**src/rtl/port_uart_tx.sv**
```systemverilog
// 8N1 UART serialiser for the CPU output port: any change of the port value sends
// the whole word, MSB byte first. Changes that arrive mid-frame are coalesced.
module port_uart_tx #(
  parameter int DATA_WIDTH = 32,
  parameter int BAUD_DIV   = 434
) (
  input  logic                  clk,
  input  logic                  reset,
  input  logic [DATA_WIDTH-1:0] port_data,
  output logic                  tx,
  output logic                  busy,
  output logic                  overrun
);

  localparam int NBYTES = DATA_WIDTH / 8;
  localparam int BW     = (NBYTES > 1) ? $clog2(NBYTES) : 1;
  localparam int CW     = $clog2(BAUD_DIV);
  localparam logic [CW-1:0] BAUD_LAST = CW'(BAUD_DIV - 1);
  localparam logic [BW-1:0] BYTE_LAST = BW'(NBYTES - 1);

  typedef enum logic [1:0] {IDLE, START, DATA, STOP} state_t;

  state_t                state_q, state_d;
  logic [DATA_WIDTH-1:0] shift_q, shift_d;
  logic [DATA_WIDTH-1:0] last_q, last_d;
  logic [DATA_WIDTH-1:0] prev_q, prev_d;
  logic [BW-1:0]         byte_idx_q, byte_idx_d;
  logic [2:0]            bit_idx_q, bit_idx_d;
  logic [CW-1:0]         baud_q, baud_d;
  logic                  tx_q, tx_d;
  logic                  busy_q, busy_d;
  logic                  overrun_q, overrun_d;

  logic [DATA_WIDTH-1:0] shifted_s;
  logic [7:0]            cur_byte_s;
  logic                  baud_last_s;

  // Current byte is selected by shifting the latched word left so it sits at the top
  always_comb begin
    shifted_s   = shift_q << {byte_idx_q, 3'b000};
    cur_byte_s  = shifted_s[DATA_WIDTH-1 -: 8];
    baud_last_s = (baud_q == BAUD_LAST);
  end

  // Next-state logic; tx_d is the line level for the cycle after this edge
  always_comb begin
    state_d    = state_q;
    shift_d    = shift_q;
    last_d     = last_q;
    prev_d     = port_data;
    byte_idx_d = byte_idx_q;
    bit_idx_d  = bit_idx_q;
    baud_d     = baud_q;
    tx_d       = tx_q;
    busy_d     = busy_q;
    overrun_d  = overrun_q | (busy_q & (port_data != prev_q));
    case (state_q)
      IDLE: begin
        if (port_data != last_q) begin
          shift_d    = port_data;
          last_d     = port_data;
          byte_idx_d = {BW{1'b0}};
          bit_idx_d  = 3'd0;
          baud_d     = {CW{1'b0}};
          state_d    = START;
          busy_d     = 1'b1;
          tx_d       = 1'b0;
        end else begin
          tx_d   = 1'b1;
          busy_d = 1'b0;
        end
      end
      START: begin
        if (baud_last_s) begin
          baud_d    = {CW{1'b0}};
          bit_idx_d = 3'd0;
          tx_d      = cur_byte_s[0];
          state_d   = DATA;
        end else begin
          baud_d = baud_q + CW'(1);
        end
      end
      DATA: begin
        if (baud_last_s) begin
          baud_d = {CW{1'b0}};
          if (bit_idx_q == 3'd7) begin
            tx_d    = 1'b1;
            state_d = STOP;
          end else begin
            bit_idx_d = bit_idx_q + 3'd1;
            tx_d      = cur_byte_s[bit_idx_q + 3'd1];
          end
        end else begin
          baud_d = baud_q + CW'(1);
        end
      end
      STOP: begin
        if (baud_last_s) begin
          baud_d = {CW{1'b0}};
          if (byte_idx_q != BYTE_LAST) begin
            byte_idx_d = byte_idx_q + BW'(1);
            tx_d       = 1'b0;
            state_d    = START;
          end else begin
            tx_d    = 1'b1;
            busy_d  = 1'b0;
            state_d = IDLE;
          end
        end else begin
          baud_d = baud_q + CW'(1);
        end
      end
      default: begin
        state_d = IDLE;
        tx_d    = 1'b1;
        busy_d  = 1'b0;
      end
    endcase
  end

  // State and output registers; reset idles the line high and forgets the last value
  always_ff @(posedge clk or posedge reset) begin
    if (reset) begin
      state_q    <= IDLE;
      shift_q    <= {DATA_WIDTH{1'b0}};
      last_q     <= {DATA_WIDTH{1'b0}};
      prev_q     <= {DATA_WIDTH{1'b0}};
      byte_idx_q <= {BW{1'b0}};
      bit_idx_q  <= 3'd0;
      baud_q     <= {CW{1'b0}};
      tx_q       <= 1'b1;
      busy_q     <= 1'b0;
      overrun_q  <= 1'b0;
    end else begin
      state_q    <= state_d;
      shift_q    <= shift_d;
      last_q     <= last_d;
      prev_q     <= prev_d;
      byte_idx_q <= byte_idx_d;
      bit_idx_q  <= bit_idx_d;
      baud_q     <= baud_d;
      tx_q       <= tx_d;
      busy_q     <= busy_d;
      overrun_q  <= overrun_d;
    end
  end

  assign tx      = tx_q;
  assign busy    = busy_q;
  assign overrun = overrun_q;

endmodule

```
**config.mk**
```make
export PLATFORM = sky130hd
export DESIGN_NAME = port_uart_tx
export DESIGN_NICKNAME = d
export VERILOG_FILES = /design/src/rtl/port_uart_tx.sv
export SDC_FILE = /design/constraint.sdc
export NUM_CORES = 1
export LEC_CHECK = 0
export ABC_AREA = 1
export CORE_MARGIN = 10
export CORE_UTILIZATION = 58
export DETAILED_ROUTE_END_ITERATION = 8
export GPL_TIMING_DRIVEN = 0
export PLACE_DENSITY = 0.9
export SYNTH_ARGS = -nofsm -noshare
export SYNTH_HDL_FRONTEND = slang
export SYNTH_SLANG_ARGS = --single-unit
export TNS_END_PERCENT = 100
```
**constraint.sdc**
```tcl
create_clock -name clk -period 6.14 [get_ports clk]
set_input_delay 0.921 -clock clk [delete_from_list [all_inputs] [get_ports clk]]
set_output_delay 0.921 -clock clk [all_outputs]
set_load 0.02 [all_outputs]
```
# Yosys cells after proc, flatten, opt, wreduce, memory -nomap -nowiden
# Cells that the tools add are included.
[totals]
out_inout_bits = 3
reg_bits = 83
wordCells = 74
inputBits = 34
[classes]
n_eq_ne = 16
n_reduce_logical = 10
n_addsub = 3
n_shift = 1
muxes = 32
n_lt_le_gt_ge = 1
bitwise = 2
[op_table]
columns = ["operator", "count"]
rows = [
  ["32-bit inequality test", 2],
  ["32-bit by 5-bit left shift with 32-bit output", 1],
  ["9-bit 2-to-1 mux", 2],
  ["2-bit inequality test, second input constant", 9],
  ["9-bit one-hot mux with 2 select lines", 1],
  ["2-bit 2-to-1 mux", 8],
  ["3-bit 2-to-1 mux", 4],
  ["1-bit 2-to-1 mux", 11],
  ["5-bit AND reduction", 2],
  ["9-bit by 1-bit adder with 9-bit output, second input constant", 1],
  ["9-bit equality test, second input constant", 1],
  ["3-bit one-hot mux with 3 select lines", 1],
  ["2-bit one-hot mux with 4 select lines", 1],
  ["3-bit AND reduction", 2],
  ["2-bit equality test, second input constant", 2],
  ["3-bit by 4-bit < comparator with 1-bit output, second input constant", 1],
  ["1-bit one-hot mux with 4 select lines", 1],
  ["2-bit one-hot mux with 2 select lines", 1],
  ["4-bit AND reduction", 1],
  ["3-bit by 1-bit adder with 3-bit output, second input constant", 1],
  ["1-bit binary-select mux with 3-bit select", 1],
  ["3-bit equality test, second input constant", 1],
  ["3-bit nonzero test", 1],
  ["3-bit OR reduction", 1],
  ["8 further kinds", 8],
]

# Logic depth before layout (Yosys ltp)
# Gate-level depths: netlist of run 1.
[logic_depth]
depth_word = 6
mapped_depth = 14
depth_no_buf = 13

# Worst setup path before layout of run 1
# Ideal clock, no wire load.
[synth_path]
path_type = "input-to-reg"
from = "in port_data[30]"
to = "reg busy_q (netlist: busy)"
slack_ps = 4144
setup_ps = 135
t_arrival_ps = 1861
required_ps = 6005
path_buffers = 1
stages = 8
cell_sequence = "xor2_1 -> nor3_1 -> nand2_1 -> nor2_4 -> nand2_4 -> nand2_8 -> buf_4 -> o21ai_0"
[synth_between]
elab_chain_len = 3
[synth_lines]
columns = ["element", "line", "rtl"]
rows = [
  ["start: declaration", "9", "input logic [DATA_WIDTH-1:0] port_data,"],
  ["32-bit inequality test", "59", "if (port_data != last_q) begin"],
  ["1-bit 2-to-1 mux", "59", ""],
  ["1-bit one-hot mux with 2 select lines", "57", "case (state_q)"],
  ["end signal: assignment", "143", "busy_q <= busy_d;"],
  ["end: declaration", "31", "logic busy_q, busy_d;"],
]
# No other way between the ends.
# A chain may end at the register's enable or synchronous reset.

# Worst setup path in the final report of run 1
[layout_path]
from = "in port_data[28]"
to = "reg busy_q (netlist: busy)"
# Same word-level chain as after synthesis.

==> results by group, run 1 <==
Hold path
  – Worst hold path type: flip-flop to flip-flop

CTS
  – Hold-fix buffers, CTS: 0
  – H-tree depth: 3
  – CTS buffer count: 9
  – Clk sink count: just over 80
  – Clock slew at reported path FFs: around 80 ps
  – Clk root buf: clkbuf_8
  – Clock latency on the worst-skew pair: ~350 ps
  – Setup bufs post-CTS: 0
  – Cts repair resizes: 0
  – Max Root-Sink Buffers: 2
  – CTS tree: yes

Final layout
  – Layout area overhead: 15.9%
  – Share of cells above drive strength 1: 0.104
  – Most common cell after layout, fill and taps aside: nand2_1
  – Commonest non-fill, non-tap cells in the layout: 172 x nand2_1, 82 x dfrtp_1, 68 x inv_1, 44 x nand3_1, 36 x clkdlybuf4s50_1
  – Nets@finish: about 650
  – Cell area after layout: about 0.0052 sq mm
  – N_diodes: 0
  – Final Non-Filler Cells: 710

Critical path
  – R2R Path End: state_q[1]
  – Arrival time worst endpoint: around 2700 ps
  – CP dominant cell by count: nand2_1
  – Worst reg2reg setup slack: between 4000 and 5000 ps
  – CP max stage cell: clkdlybuf4s50_1
  – Crit path to: busy
  – Worst Setup SP: port_data[28]
  – Reg2reg start: baud_q[1]
  – CP endpoint kind: flip-flop
  – Worst path cell trace: clkdlybuf4s50_1 > inv_2 > nand2_1 > nand4_1 > nor3_1 > nand2_1 > nor2_4 > nand2_4 > nand2_8 > buf_4 > o21ai_0
  – Critical Path Stages: 11
  – Crit Path Class: input port to flip-flop
  – CP top delay family: simple AND/OR/NAND/NOR gates
  – CP max stage delay: around 560 ps
  – R2r worst-path depth: 11
  – Worst Setup Start Kind: input port
  – Crit-path max FO: 10
  – CP Data Required Time: about 6400 ps
  – Worst path bufs/invs: 3

Floorplan
  – DIE AREA: around 0.012 sq mm
  – # rows: 32
  – Core ar.: between 0.007 and 0.008 sq mm
  – Die height: between 100 and 150 um
  – Die Wd: between 100 and 150 um
  – Starting Density: 0.590
  – I/O pins: 37

Synth
  – Post-synthesis mux area share: 0
  – XOR/XNOR Fraction of Synth Area: 0.0718
  – Synthesized-area fraction occupied by and/or/nand/nor cells: 0.291
  – Register area share after synthesis: 0.460
  – Synth Area in Compound Gates: 0.0610
  – Ys Warns: 0
  – Total nets after synthesis: ~600
  – #FFs+latches synth: 83
  – Mean Syn Cell Area: 8.13 sq um
  – Syn Std Cell Area: ~0.0045 sq mm
  – Main combinational cell family by area after synthesis: simple AND/OR/NAND/NOR gates
  – Gate Count Post-Synth: between 500 and 600
  – Distinct cell type count after synthesis: 33
  – Adder-cell share of the synthesized area: 0.0277

STA
  – Fin. max-slew vios: 0
  – FMAX: ~400 MHz
  – Slew @ Worst Pin: 578 ps
  – Max_slew headroom: 0.611
  – Setup TNS Final: 0 ps
  – Post-route clock skew: 11.5 ps
  – RSZ-0062 raised after global routing: false
  – Final Hold Fails: 0
  – Setup violations, final: 0
  – Fin crit share: 0.407
  – Post-route minimum period: around 2500 ps
  – Final Hold Slack: roughly 480 ps

Power and ir drop
  – Power per cell area: just over 300 mW/mm^2
  – Peak VDD IR: 215 uV
  – Pleak: about 2.6 nW
  – Total power: between 1.5 and 2 mW

Placement
  – Hpwl dp: 7720 um
  – Area after DPL: between 0.005 and 0.006 sq mm
  – RePlAce Congestion: between 0.9 and 1
  – Cell total after placement: between 600 and 700
  – # port buffers: 36

Route
  – Vias per cell: 5.46
  – Drt drc: 0
  – Via Count: approximately 3900
  – First-pass DRT Iterations: 6
  – DRT iter0 DRCs: about 260
  – Met1 Wirelength: between 4000 and 5000 um
  – Top sig layer: met4
  – Met2 wire length: about 5200 um
  – DR WL/cell: 14.4 um
  – Final ANT Viol Nets: 0
  – Met3 WL: 677 um
  – Routed wire length: between 10000 and 15000 um

Global routing
  – First-pass GRT wire length: 17400 um
  – Pin count of the biggest net entering global routing: 53
  – Total grt overflow: 0
  – Initial antenna violation count: 0
  – Overall Global Routing Usage: 0.182
  – Number of global-route vias before repair: roughly 3800

Status
  – Status: finished, final reports clean

Flow run
  – Max cap viols: 0
## routing by layer
metal	vias to the layer above	track usage
li1	1860	-
met1	1848	0.223
met2	148	0.307
met3	18	0.0405
met4	0	0.0649
met5	-	0
## worst min-delay path by stage
| stage | cells after the start | slack [ps] | to | from |
|---|---|---|---|---|
| 3_3_place_gp | 2 | 450 | overrun | overrun |
| 3_5_place_dp | 2 | 450 | overrun | overrun |
| 4_1_cts | 2 | 480 | tx | tx |
| 6_report | 2 | 480 | overrun | overrun |
| 5_1_grt | 2 | 520 | tx | tx |
| 2_1_floorplan | 2 | 460 | bit_idx_q[1] | bit_idx_q[1] |
## state kept, by name, indices dropped and copies added, names as in the netlist
register and flops:
baud_q 9, bit_idx_q 3, busy 1, byte_idx_q 2, last_q 32, overrun 1
prev_q 32, state_q 2, tx 1
## cell usage after synthesis
cell type,count,area (sq um)
nand2_1,172,646
dfrtp_1,82,2050
inv_1,69,259
nand3_1,44,220
o21ai_0,29,145
xnor2_1,22,193
nand4_1,20,125
xor2_1,15,131
nor2_1,13,48.8
or2_2,12,75.1
ha_1,10,125
o21ai_1,10,50.1
nor3_1,8,40.0
inv_2,7,26.3
buf_4,5,37.5
buf_6,5,56.3
a21oi_1,4,20.0
a21oi_2,4,35.0
nand3b_1,4,30.0
nor4_1,3,18.8
buf_2,2,10.0
clkbuf_1,2,7.51
nor2_4,2,22.5
nor3_2,2,20.0
a211o_1,1,8.76
a31o_2,1,8.76
and2_1,1,6.26
dfstp_2,1,26.3
nand2_4,1,11.3
nand2_8,1,20.0
nand3_4,1,17.5
nand4_2,1,12.5
o211ai_1,1,7.51
## power breakdown
group / internal, mW / switching (mW)
clock: 0.199 / 0.196
sequential: 0.670 / 0.102
combinational: 0.178 / 0.239
## tightest hold or removal path: stages, from the launching register on
cell and delay (ps):
dfrtp_1 360, inv_1 40, nand2_1 50
## metrics by stage
step | utilization | worst slack, ps
floorplan | - | 3080
global placement | 0.654 | 1860
detailed placement | 0.658 | 3290
CTS | 0.684 | 3650
global route | 0.684 | 3470
finish | 0.684 | 3640
## layout make-up
type                       instances  area [sq um]
inverter                          76           288
clock buffer                      10           138
timing repair buffer              37           388
tap                              102           128
sequential                        83          2080
multi-input combinational        382          2040
fill                             569          2410
buffer                            14           111
clock inverter                     6          63.8
## kinds of logic (layout without fill, tap and decap cells)
| logic type | Yosys count | in the layout |
|---|---|---|
| buffers and inverters | 90 | 143 |
| XOR/XNOR | 37 | 37 |
| adder cells (fa/ha/maj) | 10 | 10 |
| flip-flops | 83 | 83 |
| AND/OR/NAND/NOR | 285 | 285 |
| AO/OA/AOI/OAI | 50 | 50 |
Note: power is estimated with default switching activity, not from simulation.
==> inputs of run 2 (changes only) <==
clock period = 2.5 ns   (was 6.14 ns; I/O delays follow)
==> run 2 against run 1 <==
Effect of this change:
- first-iteration DRC count is 15% lower
- sequential share of layout area is 0.31 points lower
- final cell count is 0.14% lower
- routed wire length hardly changed
- clock power grew to 3.0 times the previous value
- sequential power is 150% higher
- total power grew to 2.6 times the previous value
- critical endpoint is now bit_idx_q[2]
- largest cell class unchanged
==> results by group, run 2 (same netlist as run 1, synthesis figures left out) <==
STA
  – Final Hold Fails: 0 (unchanged)
  – Post-route minimum period: between 1500 and 2000 ps
  – Max_slew headroom: 0.431 (was 0.611)
  – Setup ws final: 537 ps (was 3640 ps)
  – RSZ-0062 raised after global routing: false (unchanged)
  – Fin crit share: 0.785
  – Post-route clock skew: 5.95 ps (was 11.5 ps)
  – Setup violations, final: 0 (unchanged)
  – FMAX: 509 MHz
  – Fin. max-slew vios: 0 (unchanged)
  – Slew @ Worst Pin: 852 ps (was 578 ps)
  – Setup TNS Final: 0 ps (unchanged)

Hold path
  – Worst hold path type: flip-flop to flip-flop (unchanged)

Route
  – Routed wire length: 10200 um (about the same)
  – Met2 wire length: 4900 um (was 5160 um)
  – Met3 WL: 798 um (was 677 um)
  – Top sig layer: met4 (unchanged)
  – Final ANT Viol Nets: 0 (unchanged)
  – DR WL/cell: 14.4 um (about the same)
  – Drt drc: 0 (unchanged)
  – Via Count: 3849 (was 3874)
  – Vias per cell: 5.43 (was 5.46)
  – Met1 Wirelength: 4270 um (was 4240 um)
  – First-pass DRT Iterations: 5 (was 6)
  – DRT iter0 DRCs: 217 (was 255)

CTS
  – Hold-fix buffers, CTS: 0 (unchanged)
  – Clk root buf: clkbuf_8 (unchanged)
  – Clk sink count: 83 (unchanged)
  – CTS tree: yes (unchanged)
  – Clock latency on the worst-skew pair: 360 ps (was 350 ps)
  – Setup bufs post-CTS: 0 (unchanged)
  – Clock slew at reported path FFs: 70 ps (was 80 ps)
  – H-tree depth: 3 (unchanged)
  – CTS buffer count: 9 (unchanged)
  – Cts repair resizes: 0 (unchanged)
  – Max Root-Sink Buffers: 2 (unchanged)

Critical path
  – Reg2reg start: baud_q[1] (unchanged)
  – Crit Path Class: flip-flop to flip-flop (was input port to flip-flop)
  – Worst Setup Start Kind: flip-flop (was input port)
  – Worst Setup SP: baud_q[1] (was port_data[28])
  – CP Data Required Time: 2740 ps (was 6350 ps)
  – R2r worst-path depth: 11 (unchanged)
  – Crit path to: bit_idx_q[2] (was busy)
  – Crit-path max FO: 9 (was 10)
  – CP endpoint kind: flip-flop (unchanged)
  – R2R Path End: bit_idx_q[2] (was state_q[1])
  – Worst reg2reg setup slack: 540 ps (was 4160 ps)
  – Arrival time worst endpoint: 2200 ps (was 2700 ps)

Final layout
  – Nets@finish: 647 (unchanged)
  – Cell area after layout: 0.00527 sq mm (was 0.00523 sq mm)
  – Largest registers: last_q x32, prev_q x32, baud_q x9 (unchanged)
  – Final Non-Filler Cells: 709 (was 710)
  – Commonest non-fill, non-tap cells in the layout: 172 x nand2_1, 82 x dfrtp_1, 68 x inv_1, 44 x nand3_1, 36 x clkdlybuf4s50_1 (unchanged)
  – Layout area overhead: 16.9% (was 15.9%)
  – N_diodes: 0 (unchanged)
  – Share of cells above drive strength 1: 0.102 (was 0.104)
  – Fill cells: 582 (was 569)
  – Most common cell after layout, fill and taps aside: nand2_1 (unchanged)

Floorplan
  – Die Wd: 108 um (unchanged)
  – Core ar.: 0.00765 sq mm (unchanged)
  – Starting Density: 0.590 (unchanged)
  – DIE AREA: 0.0117 sq mm (unchanged)
  – Die height: 108 um (unchanged)
  – # rows: 32 (unchanged)
  – I/O pins: 37 (unchanged)

Global routing
  – Initial antenna violation count: 0 (unchanged)
  – Overall Global Routing Usage: 0.182 (about the same)
  – Pin count of the biggest net entering global routing: 45 (was 53)
  – First-pass GRT wire length: 17200 um (was 17400 um)
  – Total grt overflow: 0 (unchanged)
  – Number of global-route vias before repair: 3762 (was 3849)

Power and ir drop
  – Power per cell area: 776 mW/mm^2 (was 303 mW/mm^2)
  – Total power: 4.09 mW (was 1.58 mW)
  – Pleak: 2.57 nW (was 2.56 nW)
  – Peak VDD IR: 472 uV (was 215 uV)

Flow run
  – Max cap viols: 0 (unchanged)

Placement
  – Dpl ws: 184 ps (was 3290 ps)
  – Area after DPL: 0.00502 sq mm (was 0.00503 sq mm)
  – Hpwl dp: 7760 um (was 7720 um)
  – Cell total after placement: 694 (unchanged)
  – RePlAce Congestion: 0.905 (about the same)
  – # port buffers: 36 (unchanged)

Status
  – Status: finished, final reports clean (unchanged)
[run 2: cell count changes in the layout (fill, tap and decap cells not counted), sizes merged]
cell,before,now
bufinv,1,3
clkinv,2,0
inv,77,75
clkbuf,12,13
[run 2: through the flow]
stage	utilization	hold slack, ps
after global placement	0.654	449
after CTS	0.690	478
after floorplan	-	406
final	0.690	476
after global routing	0.690	499
after detailed placement	0.657	460
[run 2: area by class of cell]
class / count / area (sq um) / share of cell area
well taps: 102 / 128 / 0.0242
flip-flops and latches: 83 / 2080 / 0.394
clock inverters: 4 / 97.6 / 0.0185
multi-input cells: 382 / 2040 / 0.386
repair buffers: 37 / 380 / 0.0721
clock buffers: 11 / 151 / 0.0287
plain buffers: 14 / 111 / 0.0211
inverters: 76 / 289 / 0.0548
[run 2: worst min-delay path by stage]
stage,to,from,depth (start not counted),slack [ps]
2_1_floorplan,prev_q[0],port_data[0],0,410
3_3_place_gp,overrun,overrun,2,450
3_5_place_dp,tx,tx,2,460
4_1_cts,tx,tx,2,480
5_1_grt,tx,tx,2,500
6_report,tx,tx,2,480
[run 2: report_power, final]
| group | internal [mW] | switching, mW |
|---|---|---|
| Combinational | 0.435 | 0.583 |
| Sequential | 1.64 | 0.250 |
| Clock | 0.712 | 0.464 |
| Total | 2.79 | 1.30 |
[run 2: per-layer routing]
| metal | global-route usage | up-vias |
|---|---|---|
| met1 | 0.222 | 1802 |
| met3 | 0.0405 | 28 |
| li1 | - | 1863 |
| met4 | 0.0906 | 0 |
| met5 | 0 | - |
| met2 | 0.297 | 156 |
[run 2: worst max-delay path: stages, from the launching register on]
cell and delay (ps):
dfrtp_1 390, inv_1 110, ha_1 150, nand2_1 50, nor3_1 200, nand4_2 270, o21ai_1 210, nand2_1 70
nor2_1 80, nand2_1 150, nand2_1 110, o21ai_1 70
